<file path="config.mk">
export PLATFORM = sky130hd
export DESIGN_NAME = call_register
export DESIGN_NICKNAME = d
export VERILOG_FILES = /design/src/rtl/elevator_pkg.sv /design/src/rtl/button_debouncer.sv /design/src/rtl/call_register.sv
export SDC_FILE = /design/constraint.sdc
export NUM_CORES = 1
export LEC_CHECK = 0
export BUFFER_PORTS_ARGS = -buffer_cell sky130_fd_sc_hd__buf_2
export CORE_MARGIN = 2
export CORE_UTILIZATION = 45
export DETAILED_ROUTE_END_ITERATION = 6
export PLACE_DENSITY_LB_ADDON = 0.25
export SKIP_LAST_GASP = 1
export SLEW_MARGIN = 20
export SYNTH_ARGS = -nofsm -noshare
export SYNTH_HDL_FRONTEND = slang
export SYNTH_HIERARCHICAL = 1
export SYNTH_SLANG_ARGS = --single-unit
</file>
<file path="constraint.sdc">
create_clock -name CLK -period 3.62 [get_ports CLK]
set_input_delay 0.362 -clock CLK [delete_from_list [all_inputs] [get_ports CLK]]
set_output_delay 0.362 -clock CLK [all_outputs]
set_load 0.005 [all_outputs]
</file>
<file path="src/rtl/elevator_pkg.sv">
// Shared elevator constants: floor count, default debounce depth and floor indices.
package elevator_pkg;

  localparam int unsigned NUM_FLOORS        = 3;
  localparam int unsigned DB_CYCLES_DEFAULT = 4;
  localparam int unsigned DB_CNT_W          = 8;

  localparam int unsigned FLOOR_1 = 0;
  localparam int unsigned FLOOR_2 = 1;
  localparam int unsigned FLOOR_3 = 2;

endpackage

</file>
<file path="src/rtl/button_debouncer.sv">
// One floor: synchronizes the car and hall button, filters the combined press and
// emits a one-cycle pulse on a debounced rise. Counter present only with CALL_REGISTER_DEBOUNCE_EN.
module button_debouncer
  import elevator_pkg::*;
#(
  parameter int unsigned DB_CYCLES = DB_CYCLES_DEFAULT
) (
  input  logic CLK,
  input  logic RST,
  input  logic interior_i,
  input  logic exterior_i,
  output logic rise_c
);

  logic [1:0] int_sync_q;
  logic [1:0] ext_sync_q;
  logic       press;
  logic       level_q;
  logic       level_d;

  // Out-of-range depths leave an empty marker scope visible in the elaborated hierarchy.
  if (DB_CYCLES < 1 || DB_CYCLES > 255) begin : g_db_cycles_out_of_range
  end

  always_ff @(posedge CLK or negedge RST) begin
    if (!RST) begin
      int_sync_q <= 2'b00;
      ext_sync_q <= 2'b00;
    end else begin
      int_sync_q <= {int_sync_q[0], interior_i};
      ext_sync_q <= {ext_sync_q[0], exterior_i};
    end
  end

  assign press = int_sync_q[1] | ext_sync_q[1];

`ifdef CALL_REGISTER_DEBOUNCE_EN
  localparam logic [DB_CNT_W-1:0] CntMax = DB_CNT_W'(DB_CYCLES);

  logic                prev_q;
  logic [DB_CNT_W-1:0] cnt_q;
  logic [DB_CNT_W-1:0] cnt_d;

  // Level follows press on the edge that completes DB_CYCLES stable samples.
  always_comb begin
    cnt_d   = cnt_q;
    level_d = level_q;
    if (press != prev_q) begin
      cnt_d = '0;
    end else begin
      if (cnt_q < CntMax) begin
        cnt_d = cnt_q + DB_CNT_W'(1);
      end
      if (cnt_q >= CntMax - DB_CNT_W'(1)) begin
        level_d = press;
      end
    end
  end

  always_ff @(posedge CLK or negedge RST) begin
    if (!RST) begin
      prev_q <= 1'b0;
      cnt_q  <= '0;
    end else begin
      prev_q <= press;
      cnt_q  <= cnt_d;
    end
  end
`else
  assign level_d = press;
`endif

  always_ff @(posedge CLK or negedge RST) begin
    if (!RST) begin
      level_q <= 1'b0;
    end else begin
      level_q <= level_d;
    end
  end

  // Pulse is taken from the next level so the request register sees it on the same edge.
  assign rise_c = level_d & ~level_q;

endmodule

</file>
<file path="src/rtl/call_register.sv">
// Elevator call register: latches debounced floor calls until the doors open there.
// Debounce filtering is compiled in with CALL_REGISTER_DEBOUNCE_EN.
module call_register #(
  parameter int unsigned NUM_FLOORS = elevator_pkg::NUM_FLOORS,
  parameter int unsigned DB_CYCLES  = elevator_pkg::DB_CYCLES_DEFAULT
) (
  input  logic                                CLK,
  input  logic                                RST,
  input  logic [NUM_FLOORS-1:0]               interior_panel,
  input  logic [NUM_FLOORS-1:0]               exterior_panel,
  input  logic [NUM_FLOORS-1:0]               doors,
  output logic [NUM_FLOORS-1:0]               requests,
  output logic [$clog2(NUM_FLOORS+1)-1:0]     req_count
);

  localparam int unsigned CntW = $clog2(NUM_FLOORS + 1);

  logic [NUM_FLOORS-1:0] set_c;
  logic [NUM_FLOORS-1:0] req_q;
  logic [NUM_FLOORS-1:0] req_d;
  logic [CntW-1:0]       cnt_q;
  logic [CntW-1:0]       cnt_d;

  for (genvar f = 0; f < NUM_FLOORS; f++) begin : g_floor
    button_debouncer #(
      .DB_CYCLES (DB_CYCLES)
    ) u_debouncer (
      .CLK        (CLK),
      .RST        (RST),
      .interior_i (interior_panel[f]),
      .exterior_i (exterior_panel[f]),
      .rise_c     (set_c[f])
    );
  end

  // An open door clears its floor and overrides a simultaneous new call.
  always_comb begin
    req_d = (req_q | set_c) & ~doors;
    cnt_d = '0;
    for (int f = 0; f < NUM_FLOORS; f++) begin
      cnt_d = cnt_d + CntW'(req_d[f]);
    end
  end

  always_ff @(posedge CLK or negedge RST) begin
    if (!RST) begin
      req_q <= '0;
      cnt_q <= '0;
    end else begin
      req_q <= req_d;
      cnt_q <= cnt_d;
    end
  end

  assign requests  = req_q;
  assign req_count = cnt_q;

endmodule

</file>
==> results.md, run 1 <==
* Die span in x at 40.5 um
* Max H-tree Level at 1
* Placer Congestion at 0.661
* Setup violators final at 0
* Worst vdd ir at 279 uV
* CTS tree: yes
* Die H at 40.5 um
* Worst-path fanout max at 2
* Max Cap Viol at 0
* Finished Layout Cells at 65
* Routed vias/inst at 4.72
* Num rows at 13
* Sw Share at 18.7%
* Gate Count Post-Synth at 30
* Area contributors post-synth: dfrtp_1 (84%), o21ba_1 (5.0%), o21ba_2 (5.0%)
* Antenna-violating nets left at 0
* PnR worst setup slack at 2.22 ns
* Slew HR at 72.8%
* Internal power at 362 uW
* Hold Crit Class: in2reg
* DR pass1 iterations at 3
* Hold Path Cell Cnt at 1
* Port Buffers at 15
* Antenna violations before repair at 0
* Avg WL per Cell at 13.3 um
* Register share of total power at 54.3%
* Routed wire length at 865 um
* Ant. Diodes at 0
* Final setup TNS at 0 ns
* Via count at 307
* Ratio of cells with drive above 1 in the final layout at 44.0%
* # DRC at 0
* Worst Path Buf+Inv at 0
* Fin nets at 63
* Switching power at 82.9 uW
* Worst min-delay path endpoint: g_floor[1].u_debouncer/ext_sync_q[0]
* Period utilization at 38.6%
* DP Worst Slack at 2.22 ns
* CP Class: reg2reg
* Post-synth top area cell: dfrtp_1
* Placed insts at 60
* # resized after CTS at 0
* Maximum single-stage delay on the critical path at 0.54 ns
* CTS root buf: clkbuf_4
* Hold Path Origin: exterior_panel[1]
* Grt ovf at 0
* Total power at 445 uW
* Vias in the first global route at 303
* Synth unique cells at 5
* Commonest non-fill, non-tap cell in the layout: dfrtp_1
* Num ports at 16
* Hold Vio Cnt, Final at 0
* Core Box Area at 1270 um2
* Syn_nets at 42
* Post-synthesis sequential area ratio at 83.5%
* Post-DP HPWL at 655 um
* Max clock buf depth at 2
* Leakage at 0.000390 uW
* Critical Path Source Type: flop
* Clk_skew at 0.00748 ns
* Data required time of the critical path at 3.87 ns
* Clk Latency, worst-skew pair at 0.30 ns
* Slew @ Worst Pin at 0.408 ns
* Slew Limit Fails at 0
* CP endpoint kind: flop
* CTS Buf Count at 3
* Layout area overhead at 26.1%
* Data arrival, critical path at 1.65 ns
* Post-synth top area share at 83.5%
* RSZ-0062 raised after global routing: no
* Crit-path cells: o21ba_2 > o21ba_1 > fa_1
* Yosys Warn Count at 6
* Post-Syn Area at 599 um2
* Register clock-pin slew on the reported worst setup and hold paths at 0.11 ns
* Clock power share at 40.3%
* FF-to-FF Start: g_floor[0].u_debouncer/ext_sync_q[1]
* Gr usage total at 13.8%
* Fin crit period at 1.40 ns
* First-pass GRT wire length at 1240 um
* Syn_area_per_cell at 20.0 um2
* Worst R2R Setup Slack at 2.22 ns
* Starting Density at 47.2%
* Seq cells post-synth at 20
* Logic gate share of total power at 5.4%
* Die Area at 1640 um2
* Reg2Reg Depth at 3
* PD cells at 588 nW/um2
* TritonCTS Sinks at 20
* Largest net degree at the start of global routing at 21
* Worst r2r dst: req_count[0]
* Starting DRT DRC Count at 2
* Status: complete, no violations
* FMAX at 715 MHz
* Worst path slowest cell: fa_1
* Most frequent cells in the layout: dfrtp_1 (20), buf_2 (15)
* CP top delay family: adder cells
==> flip-flops by register name, indices dropped and copies added, names as in the netlist <==
signal and cells:
g_floor.u_debouncer/ext_sync_q 6, g_floor.u_debouncer/int_sync_q 6, g_floor.u_debouncer/level_q 3, req_count 2, requests 3
==> metal layers <==
metal,vias up,track usage [%],part of all wire [%]
li1,138,-,-
met1,150,12.9,37
met2,15,23.0,53
met3,4,5.00,7.7
met4,0,12.5,1.8
met5,-,0,0
==> logic make-up (layout without fill, tap and decap cells) <==
| kind of cell | Yosys count | after routing | share of synthesized area, % |
|---|---|---|---|
| simple gates | 3 | 3 | 3.13 |
| buf+inv | 0 | 20 | 0 |
| compound gates | 6 | 6 | 10.0 |
| fa+ha+maj | 1 | 1 | 3.34 |
| flops | 20 | 20 | 83.5 |
==> cell type report <==
cell class	instances	area [um2]
clock inverter	1	30.0
multi-input combinational	10	98.8
clock buffer	3	22.5
sequential	20	500
tap	15	18.8
fill	97	513
timing repair buffer	16	85.1
==> Yosys cell counts <==
cell,n
or2_1,3
o21ba_2,3
o21ba_1,3
dfrtp_1,20
fa_1,1
==> worst max path at each step <==
stage | to | cells after the start | slack [ns] | start
after floorplan | req_count[0] | 3 | 2.28 | g_floor[0].u_debouncer/ext_sync_q[1]
after global placement | req_count[0] | 3 | 2.27 | g_floor[0].u_debouncer/ext_sync_q[1]
after detailed placement | req_count[0] | 3 | 2.22 | g_floor[0].u_debouncer/ext_sync_q[1]
after CTS | req_count[0] | 3 | 2.22 | g_floor[0].u_debouncer/ext_sync_q[1]
after global routing | req_count[0] | 3 | 2.18 | g_floor[0].u_debouncer/ext_sync_q[1]
final | req_count[0] | 3 | 2.22 | g_floor[0].u_debouncer/ext_sync_q[1]
==> power by group through the flow <==
stage | combinational [uW] | sequential (uW) | clock [uW]
CTS | 25.0 | 242 | 180
global route | 27.3 | 242 | 193
finish | 24.1 | 241 | 179
floorplan | 7.52 | 245 | 0
global placement | 22.5 | 245 | 0
detailed placement | 24.0 | 246 | 0
==> repair_timing <==
action                                  in CTS  in global routing
endpoints found under the setup margin       0                  0
endpoints found under the hold margin       20                  0
hold buffers                                 1                  0
setup buffers                                0                  0
==> stage by stage <==
step	hold WS, ns	utilization, %	cell area, um2
3_3_place_gp	0.305	54.6	693
4_1_cts	0.146	59.6	756
6_report	0.153	59.6	756
3_5_place_dp	0.316	54.6	693
2_1_floorplan	0.0664	-	599
5_1_grt	0.131	59.6	756
==> worst register-to-register path, delay by kind of cell (launching register included) <==
kind	cells	cell delay [ns]
adder cells (fa/ha/maj)	1	0.55
flip-flops	1	0.39
AO/OA/AOI/OAI	2	0.42
(Power assumes the default switching activity.)
==> run 2: changes to the inputs <==
--- a/config.mk
+++ b/config.mk
@@ -5,6 +5,7 @@
 export SDC_FILE = /design/constraint.sdc
 export NUM_CORES = 1
 export LEC_CHECK = 0
+export ABC_AREA = 1
 export BUFFER_PORTS_ARGS = -buffer_cell sky130_fd_sc_hd__buf_2
 export CORE_MARGIN = 2
 export CORE_UTILIZATION = 45
==> constraint.sdc (replaced) <==
create_clock -name CLK -period 1.4 [get_ports CLK]
set_input_delay 0.14 -clock CLK [delete_from_list [all_inputs] [get_ports CLK]]
set_output_delay 0.14 -clock CLK [all_outputs]
set_load 0.005 [all_outputs]
==> run 2 against run 1 <==
Clock skew is 0.0066 ns lower. Sequential power grew to 2.6 times the previous value. Largest power group unchanged. Cell count is 18% higher. Die area is 2.3% lower. Final area is 5.0% higher. Synthesized cell count is 20% higher. Flip-flop and latch count stayed put. Combinational power grew to 3.2 times the previous value.
==> results.md, run 2 <==
* Post-synth top area share at 85.7% (+2.1 points)
* Via count at 320 (+4.2%)
* Hold Path Origin: doors[2]
* Fin crit period at 1.33 ns (-0.0686 ns)
* Avg WL per Cell at 10.3 um (-23%)
* CP Class: reg2reg
* Synth unique cells at 5 (unchanged)
* Seq cells post-synth at 20 (unchanged)
* Routed wire length at 790 um (-8.7%)
* CP endpoint kind: flop
* Gate Count Post-Synth at 36 (+20%)
* Ant. Diodes at 0 (unchanged)
* Routed vias/inst at 4.16 (-12%)
* Slew HR at 72.6% (-0.16 points)
* Hold Crit Class: in2reg
* Max Cap Viol at 0 (unchanged)
* Slew @ Worst Pin at 0.411 ns (+0.00237 ns)
* Most frequent cells in the layout: dfrtp_1 (20), buf_2 (15), nor2_1 (8), dlygate4sd3_1 (7), nor2_2 (4)
* CTS root buf: clkbuf_4
* Final setup TNS at 0 ns (unchanged)
* Worst vdd ir at 753 uV (+170%)
* Data required time of the critical path at 1.63 ns (-2.24 ns)
* Antenna violations before repair at 0 (unchanged)
* Placer Congestion at 0.597 (-9.7%)
* Clk_skew at 0.000875 ns (-0.00661 ns)
* Post-synth top area cell: dfrtp_1
* Syn_area_per_cell at 16.2 um2 (-19%)
* Yosys Warn Count at 6 (unchanged)
* Gr usage total at 12.4% (-1.4 points)
* Critical Path Source Type: flop
* Clk Latency, worst-skew pair at 0.28 ns (-0.02 ns)
* Worst-path fanout max at 2 (unchanged)
* Placed insts at 65 (+8.3%)
* Fillers at 86 (-11%)
* Grt ovf at 0 (unchanged)
* Finished Layout Cells at 77 (+18%)
* TritonCTS Sinks at 20 (unchanged)
* Core Box Area at 1160 um2 (-8.9%)
* Syn_nets at 48 (+14%)
* Die span in x at 40.0 um (-1.1%)
* Count leader, synth: dfrtp_1
* PD cells at 1280 nW/um2 (+120%)
* Fin nets at 76 (+21%)
* Commonest cells in the netlist: dfrtp_1 (20), nor2_1 (9), inv_1 (3), nor2_2 (3), fa_1 (1)
* FMAX at 752 MHz (+5.2%)
* Max H-tree Level at 1 (unchanged)
* Leakage at 0.000397 uW (+1.9%)
* Period utilization at 95.0% (+56 points)
* FFs w/ async S/R, synth at 100% (unchanged)
* DR pass1 iterations at 3 (unchanged)
* Top flop regs: g_floor.u_debouncer/ext_sync_q (6), g_floor.u_debouncer/int_sync_q (6)
* Hold Vio Cnt, Final at 0 (unchanged)
* Data arrival, critical path at 1.56 ns (-0.09 ns)
* Num ports at 16 (unchanged)
* Register clock-pin slew on the reported worst setup and hold paths at 0.10 ns (about the same)
* EDFF count, synth at 0 (unchanged)
* Layout area overhead at 35.8%
* # DRC at 0 (unchanged)
* Setup violators final at 0 (unchanged)
* Die Area at 1600 um2 (-2.3%)
* Port Buffers at 15 (unchanged)
* Post-synth top flop: dfrtp_1
* Starting DRT DRC Count at 6 (+4)
* Post-Syn Area at 584 um2 (-2.5%)
* Setup crit start: g_floor[0].u_debouncer/int_sync_q[1]
* Post-synthesis sequential area ratio at 85.7% (+2.1 points)
* RSZ-0062 raised after global routing: no
* FF-to-FF Start: g_floor[0].u_debouncer/int_sync_q[1]
* Commonest non-fill, non-tap cell in the layout: dfrtp_1
* Antenna-violating nets left at 0 (unchanged)
* First-pass GRT wire length at 1210 um (-2.8%)
* Num rows at 12 (-1)
* Starting Density at 50.5% (+3.3 points)
* Status: complete, no violations
* Ratio of cells with drive above 1 in the final layout at 38.1% (-5.9 points)
* CTS tree: yes
* Vias in the first global route at 313 (+3.3%)
* Largest net degree at the start of global routing at 21 (unchanged)
* Slew Limit Fails at 0 (unchanged)
* CTS Buf Count at 3 (unchanged)
* Area contributors post-synth: dfrtp_1 (86%), nor2_1 (5.8%), fa_1 (3.4%)
* Max clock buf depth at 2 (unchanged)
* Die H at 40.0 um (-1.1%)
==> run 2: changes by cell type in the layout (fill, tap and decap cells not counted) <==
| cell | previous run | this run |
|---|---|---|
| buf_4 | 0 | 1 |
| bufinv_16 | 1 | 0 |
| clkbuf_8 | 0 | 1 |
| dlygate4sd3_1 | 1 | 7 |
| inv_1 | 0 | 3 |
| nor2_1 | 0 | 8 |
| nor2_2 | 0 | 4 |
| o21ba_1 | 3 | 0 |
| o21ba_2 | 3 | 0 |
| or2_1 | 3 | 0 |
==> run 2: cells by family after synthesis <==
| family | after synthesis | synth area share, % |
|---|---|---|
| flip-flops | 20 | 85.7 |
| adder cells (fa/ha/maj) | 1 | 3.43 |
| buffers and inverters | 3 | 1.93 |
| AND/OR/NAND/NOR | 12 | 8.99 |
==> run 2: report_power, final <==
part           internal (uW)  switching, uW  total, uW
Sequential               611           11.6        623
Combinational           41.2           35.0       76.2
Clock                    158            157        315
==> run 2: critical path, cell delays in order (launching register included) <==
cell and delay (ns):
dfrtp_1 0.39, nor2_2 0.12, nor2_1 0.05, nor2_1 0.11, nor2_2 0.07, fa_1 0.53
==> run 2: final timing paths <==
kind,to,slack [ns],cells past startpoint
max,req_count[0],0.07,5
min,requests[2],0.01,2
max reg2reg,req_count[0],0.07,5
min reg2reg,g_floor[0].u_debouncer/ext_sync_q[1],0.36,0
max in group asynchronous,g_floor[1].u_debouncer/ext_sync_q[1],0.81,2
min in group asynchronous,g_floor[1].u_debouncer/level_q,0.30,2
==> run 2: final cells by class <==
| cell class | count | area [um2] | area share [%] |
|---|---|---|---|
| clock buffers | 4 | 36.3 | 4.57 |
| inverters | 3 | 11.3 | 1.42 |
| multi-input cells | 13 | 75.1 | 9.46 |
| flip-flops and latches | 20 | 500 | 63.1 |
| well taps | 14 | 17.5 | 2.21 |
| repair buffers | 23 | 153 | 19.2 |
==> run 2: per-layer routing <==
metal  part of all wire, %  GRT usage, %
met1                    43          12.5
met2                    49          22.2
met3                   7.7          3.33
met4                  0.51          7.76
met5                     0             0
==> run 2: timing repair <==
item,4_1_cts,5_1_grt
resized for setup,0,1
hold endpoints to repair,26,0
setup endpoints to repair,0,1
hold buffers,7,0
buffers inserted,0,1
==> run 2: stage by stage <==
step | cell area (um2) | worst slack, ns | utilization, % | hold WS, ns | power (uW)
floorplan | 584 | 0.164 | - | -0.156 | 652
CTS | 783 | 0.0454 | 67.7 | 0.0131 | 1020
finish | 793 | 0.0701 | 68.6 | 0.0150 | 1010
detailed placement | 677 | 0.0760 | 58.5 | 0.0958 | 695
global placement | 677 | 0.146 | 58.5 | 0.0818 | 689
global route | 793 | 0.00594 | 68.6 | 0.00645 | 1060
